### src/rtl/cook_sequencer_pkg.sv
// Shared types and default constants for the microwave cook sequencer.
package cook_sequencer_pkg;

  typedef enum logic [1:0] {
    ST_IDLE  = 2'd0,
    ST_RUN   = 2'd1,
    ST_PAUSE = 2'd2,
    ST_DONE  = 2'd3
  } state_e;

  localparam int         COOK_TIME_W     = 13;
  localparam int         COOK_MAX_TIME   = 5999;
  localparam logic [4:0] COOK_TICK_SEL   = 5'd26;
  localparam int         COOK_BEEP_TICKS = 3;
  localparam int         BEEP_CNT_W      = 4;

endpackage

### src/rtl/cook_sequencer_tick_edge_det.sv
// Rising-edge detector on the divided tick; the history bit is cleared while the
// divider is being reset so the first second after a fresh start is a full period.
module tick_edge_det (
  input  logic clk_i,
  input  logic rst_i,
  input  logic clr_i,
  input  logic tick_i,
  output logic rise_o
);

  logic tick_prev_q;

  always_ff @(posedge clk_i) begin
    if (rst_i || clr_i) begin
      tick_prev_q <= 1'b0;
    end else begin
      tick_prev_q <= tick_i;
    end
  end

  assign rise_o = tick_i & ~tick_prev_q;

endmodule

### src/rtl/cook_sequencer.sv
// Cook-cycle FSM: loads and counts down the cook time on divider ticks, pauses on
// door/stop, and holds a timed beep after completion. All outputs are registered.
module cook_sequencer
  import cook_sequencer_pkg::*;
#(
  parameter int         TIME_W     = COOK_TIME_W,
  parameter int         MAX_TIME   = COOK_MAX_TIME,
  parameter logic [4:0] TICK_SEL   = COOK_TICK_SEL,
  parameter int         BEEP_TICKS = COOK_BEEP_TICKS
) (
  input  logic              sys_clk,
  input  logic              rst,
  input  logic              start,
  input  logic              stop,
  input  logic              door_open,
  input  logic [TIME_W-1:0] time_in,
  input  logic              tick_in,
  output logic              cm_en,
  output logic              cm_rst,
  output logic [4:0]        cm_sel,
  output logic              heater_on,
  output logic              beep,
  output logic [TIME_W-1:0] remaining,
  output logic [1:0]        state
);

  localparam logic [TIME_W-1:0]     ZERO_SEC  = {TIME_W{1'b0}};
  localparam logic [TIME_W-1:0]     ONE_SEC   = TIME_W'(1);
  localparam logic [TIME_W-1:0]     MAX_SEC   = TIME_W'(MAX_TIME);
  localparam logic [BEEP_CNT_W-1:0] BEEP_ZERO = {BEEP_CNT_W{1'b0}};
  localparam logic [BEEP_CNT_W-1:0] BEEP_ONE  = BEEP_CNT_W'(1);
  localparam logic [BEEP_CNT_W-1:0] BEEP_LOAD = BEEP_CNT_W'(BEEP_TICKS);

  state_e                  state_q, state_d;
  logic [TIME_W-1:0]       remaining_q, remaining_d;
  logic [BEEP_CNT_W-1:0]   beep_cnt_q, beep_cnt_d;
  logic                    heater_q, heater_d;
  logic                    beep_q, beep_d;
  logic                    cm_en_q, cm_en_d;
  logic                    cm_rst_q, cm_rst_d;
  logic [4:0]              cm_sel_q;
  logic                    tick_rise;

  tick_edge_det u_tick_edge_det (
    .clk_i  (sys_clk),
    .rst_i  (rst),
    .clr_i  (cm_rst_q),
    .tick_i (tick_in),
    .rise_o (tick_rise)
  );

  always_ff @(posedge sys_clk) begin
    if (rst) begin
      state_q     <= ST_IDLE;
      remaining_q <= ZERO_SEC;
      beep_cnt_q  <= BEEP_ZERO;
      heater_q    <= 1'b0;
      beep_q      <= 1'b0;
      cm_en_q     <= 1'b0;
      cm_rst_q    <= 1'b0;
      cm_sel_q    <= TICK_SEL;
    end else begin
      state_q     <= state_d;
      remaining_q <= remaining_d;
      beep_cnt_q  <= beep_cnt_d;
      heater_q    <= heater_d;
      beep_q      <= beep_d;
      cm_en_q     <= cm_en_d;
      cm_rst_q    <= cm_rst_d;
      cm_sel_q    <= TICK_SEL;
    end
  end

  always_comb begin
    state_d     = state_q;
    remaining_d = remaining_q;
    beep_cnt_d  = beep_cnt_q;
    heater_d    = heater_q;
    beep_d      = beep_q;
    cm_en_d     = cm_en_q;
    cm_rst_d    = 1'b0;
    case (state_q)
      ST_IDLE: begin
        heater_d = 1'b0;
        beep_d   = 1'b0;
        cm_en_d  = 1'b0;
        if (start && !door_open && (time_in != ZERO_SEC)) begin
          state_d     = ST_RUN;
          remaining_d = (time_in > MAX_SEC) ? MAX_SEC : time_in;
          heater_d    = 1'b1;
          cm_en_d     = 1'b1;
          cm_rst_d    = 1'b1;
        end else begin
          state_d = ST_IDLE;
        end
      end
      ST_RUN: begin
        // Pause takes priority; a tick landing on the same edge is dropped.
        if (door_open || stop) begin
          state_d  = ST_PAUSE;
          heater_d = 1'b0;
          cm_en_d  = 1'b0;
        end else if (tick_rise && (remaining_q != ZERO_SEC)) begin
          remaining_d = remaining_q - ONE_SEC;
          if (remaining_q == ONE_SEC) begin
            state_d    = ST_DONE;
            heater_d   = 1'b0;
            beep_d     = 1'b1;
            beep_cnt_d = BEEP_LOAD;
          end else begin
            state_d = ST_RUN;
          end
        end else begin
          state_d = ST_RUN;
        end
      end
      ST_PAUSE: begin
        if (stop) begin
          state_d     = ST_IDLE;
          remaining_d = ZERO_SEC;
        end else if (start && !door_open) begin
          state_d  = ST_RUN;
          heater_d = 1'b1;
          cm_en_d  = 1'b1;
        end else begin
          state_d = ST_PAUSE;
        end
      end
      ST_DONE: begin
        if (stop || door_open) begin
          state_d    = ST_IDLE;
          beep_d     = 1'b0;
          beep_cnt_d = BEEP_ZERO;
          cm_en_d    = 1'b0;
        end else if (tick_rise && (beep_cnt_q != BEEP_ZERO)) begin
          beep_cnt_d = beep_cnt_q - BEEP_ONE;
          if (beep_cnt_q == BEEP_ONE) begin
            beep_d = 1'b0;
          end else begin
            beep_d = beep_q;
          end
        end else begin
          state_d = ST_DONE;
        end
      end
      default: begin
        state_d     = ST_IDLE;
        remaining_d = ZERO_SEC;
        beep_cnt_d  = BEEP_ZERO;
        heater_d    = 1'b0;
        beep_d      = 1'b0;
        cm_en_d     = 1'b0;
      end
    endcase
  end

  assign cm_en     = cm_en_q;
  assign cm_rst    = cm_rst_q;
  assign cm_sel    = cm_sel_q;
  assign heater_on = heater_q;
  assign beep      = beep_q;
  assign remaining = remaining_q;
  assign state     = state_q;

endmodule
### config.mk
export PLATFORM = sky130hd
export DESIGN_NAME = cook_sequencer
export DESIGN_NICKNAME = d
export VERILOG_FILES = /design/src/rtl/cook_sequencer_pkg.sv /design/src/rtl/cook_sequencer_tick_edge_det.sv /design/src/rtl/cook_sequencer.sv
export SDC_FILE = /design/constraint.sdc
export NUM_CORES = 1
export LEC_CHECK = 0
export BUFFER_PORTS_ARGS = -buffer_cell sky130_fd_sc_hd__buf_2
export CAP_MARGIN = 20
export CORE_MARGIN = 8
export CORE_UTILIZATION = 54
export CTS_CLUSTER_DIAMETER = 60
export DETAILED_ROUTE_END_ITERATION = 8
export HOLD_SLACK_MARGIN = 0.15
export PLACE_DENSITY = 0.77
export SLEW_MARGIN = 25
export SYNTH_ARGS = -nofsm -noshare
export SYNTH_HDL_FRONTEND = slang
export SYNTH_HIERARCHICAL = 1
export SYNTH_SLANG_ARGS = --single-unit
### constraint.sdc
create_clock -name sys_clk -period 2.35 [get_ports sys_clk]
set_input_delay 0.3525 -clock sys_clk [delete_from_list [all_inputs] [get_ports sys_clk]]
set_output_delay 0.3525 -clock sys_clk [all_outputs]
set_load 0.03 [all_outputs]
==> impl_metrics.json <==
{
  "clkSlewWorstSetupHoldPaths_ns": 0.15,
  "antenna_found_initial": 0,
  "cp.required_ns": 2.57,
  "synthSimpleGateAreaFrac_pct": 22.67,
  "worst_path_dominant_cell_family": "simple AND/OR/NAND/NOR gates",
  "tns_ns": 0,
  "synth_area_per_cell_um2": 7.788,
  "mostFrequentLayoutCells": "buf_2, a21oi_1, dfxtp_1",
  "wl_um": 5678,
  "ctsHtreeMaxLevel": 1,
  "pin_count": 43,
  "start_util_pct": 56.24,
  "grt_start_max_net_pins": 24,
  "cp.buffers_inverters": 2,
  "vias_per_cell": 6.311,
  "path_class": "flop to flop",
  "worstMarginPinSlew_ns": 0.7006,
  "status": "finished, final reports clean",
  "grt_pass1_wl_um": 9515,
  "first_iter_violations": 282,
  "hp-class": "input pin to flop",
  "power_leakage_nw": 0.9443,
  "n_antenna_cell": 0,
  "netlist-cell-type-count": 58,
  "cts_resized": 0,
  "via_count": 2089,
  "synth_cells": 241,
  "maxSlewViolCount": 0,
  "nFillCells": 314,
  "cts_buffers": 3,
  "synth-seq-cells": 24,
  "hold_slack_ns": 0.2575,
  "dp.cells": 327,
  "cp_slowest_cell": "or3b_2",
  "syn_area_mm2": 0.001877,
  "yosysSeqAreaShare_pct": 25.60,
  "endpoint_kind": "flop",
  "drv_cap": 0,
  "ant_nets": 0,
  "worstPathArrival_ns": 2.41,
  "yosys_warnings": 6,
  "rows": 21,
  "track_usage_pct": 21.22,
  "yosysTopAreaCell": "dfxtp_1",
  "cts_sinks": 24,
  "clock.fmax_mhz": 455.7,
  "rsz0062_at_grt": "no",
  "fp.dieH_um": 74.96,
  "skew_ns": 0.002285,
  "synth_top_family_by_area": "compound AO/OA/AOI/OAI gates",
  "synthTopCellsByArea": "dfxtp_1, a21oi_1, ha_1",
  "cp-start-kind": "flop",
  "synthArstFlopShare_pct": 0,
  "die_area_mm2": 0.005618,
  "yosysTopAreaCellShare_pct": 25.60,
  "drt-pass1-iter-count": 4,
  "grt_overflow_total": 0,
  "fin_ws_ns": 0.1557,
  "cpPeakStageDelay_ns": 0.49,
  "p_total_mw": 1.206,
  "cts_tree": "done",
  "gp_congestion": 1.013,
  "final_common_cell": "buf_2",
  "max-clock-path-buffers": 2,
  "cts_hold_buf": 0,
  "hold_viol": 0,
  "cts_setup_buffers": 0,
  "powerDensity_mw_per_mm2": 534.1,
  "die_width_um": 74.96,
  "hpwl_um": 4118,
  "place_ws_ns": 0.1409,
  "crit_path_cell_trace": "inv_1 -> ha_1 -> or3b_2 -> o41ai_2 -> nand2_1 -> buf_4 -> o2111ai_1 -> a21oi_1",
  "final_cells": 331,
  "final_cell_area_mm2": 0.002257,
  "ys_dominant_reg_cell": "dfxtp_1",
  "postPlaceCellArea_mm2": 0.002188,
  "finalCriticalPeriod_ns": 2.194,
  "io_buffers": 37,
  "synth_xor_area_share_pct": 0.9333,
  "drc": 0,
  "seqCellArea_um2": 480.5,
  "nNetsFinal": 316,
  "path_max_fanout": 11,
  "clockRootBuffer": "clkbuf_4",
  "synth_compound_area_share_pct": 32.60,
  "drive_gt1_share_pct": 27.37,
  "setup_viol": 0,
  "multi_input_comb_area_mm2": 0.001242,
  "design.core.area_mm2": 0.003337,
  "clk_latency_ns": 0.33,
  "fin_util_pct": 67.64,
  "grt_pass1_vias": 1974,
  "synth_edf_count": 0,
  "synth.area.mux_share_pct": 0.5333,
  "period_share_pct": 93.37,
  "slew_headroom_pct": 52.86,
  "ir_worst_vdd_mv": 0.2913,
  "routedWlPerCell_um": 17.15,
  "areaGrowthSynthToFinish_pct": 20.27,
  "synthAdderAreaFrac_pct": 7.333
}
==> area by class of cell <==
cell class | count | area share, %
clock inverters | 1 | 1.330
inverters | 15 | 2.494
flip-flops and latches | 24 | 21.29
well taps | 46 | 2.550
multi-input cells | 184 | 55.04
clock buffers | 3 | 0.9978
repair buffers | 58 | 16.30
==> layer usage <==
metal	up-vias	GRT usage, %	routed length (µm)
li1	1005	-	-
met3	16	2.929	396
met2	89	34.17	2754
met4	0	9.130	128
met5	-	0	0
met1	979	27.34	2399
==> report_power, final <==
part           internal [mW]  switching, mW  total (mW)
combinational          0.166          0.264       0.430
clock                  0.173          0.145       0.317
sequential             0.432         0.0262       0.458
total                  0.770          0.435        1.21
==> registers in the layout (all words and copies together), names as in the netlist <==
register / count
remaining: 13
state: 2
beep_cnt_q: 4
cm_en: 1
cm_rst: 1
u_tick_edge_det/tick_prev_q: 1
beep: 1
heater_on: 1
==> worst register-to-register path, delay by kind of cell, from the launching register on <==
kind / cells / cell delay [ns]
DFF: 1 / 0.34
adders and majority gates: 1 / 0.20
and+or+nand+nor: 2 / 0.68
AOI/OAI and AO/OA: 3 / 0.56
buffers and inverters: 2 / 0.30
==> cell usage after synthesis, types with 8 or more instances <==
library cell  count
a21oi_1          28
clkbuf_1         10
dfxtp_1          24
ha_1             11
inv_1            15
nand2_1           9
nor2_1           15
nor4_1            8
o21ai_0           9
o31ai_1          10
==> logic make-up (layout without fill, tap and decap cells) <==
logic type      after synthesis  in the layout
fa+ha+maj                    11             11
compound gates               91             91
mux                           1              1
other cells                   2              5
simple gates                 74             74
xor+xnor                      2              2
flops                        24             24
buf+inv                      36             77
==> path summary, 6_finish.rpt <==
kind	startpoint	endpoint	slack, ns	depth (start not counted)
worst min register to register	cm_rst	u_tick_edge_det/tick_prev_q	0.44	1
worst min-delay path	tick_in	u_tick_edge_det/tick_prev_q	0.26	2
worst max register to register	remaining[1]	remaining[0]	0.16	8
worst max-delay path	remaining[1]	remaining[0]	0.16	8
(Power assumes the default switching activity.)
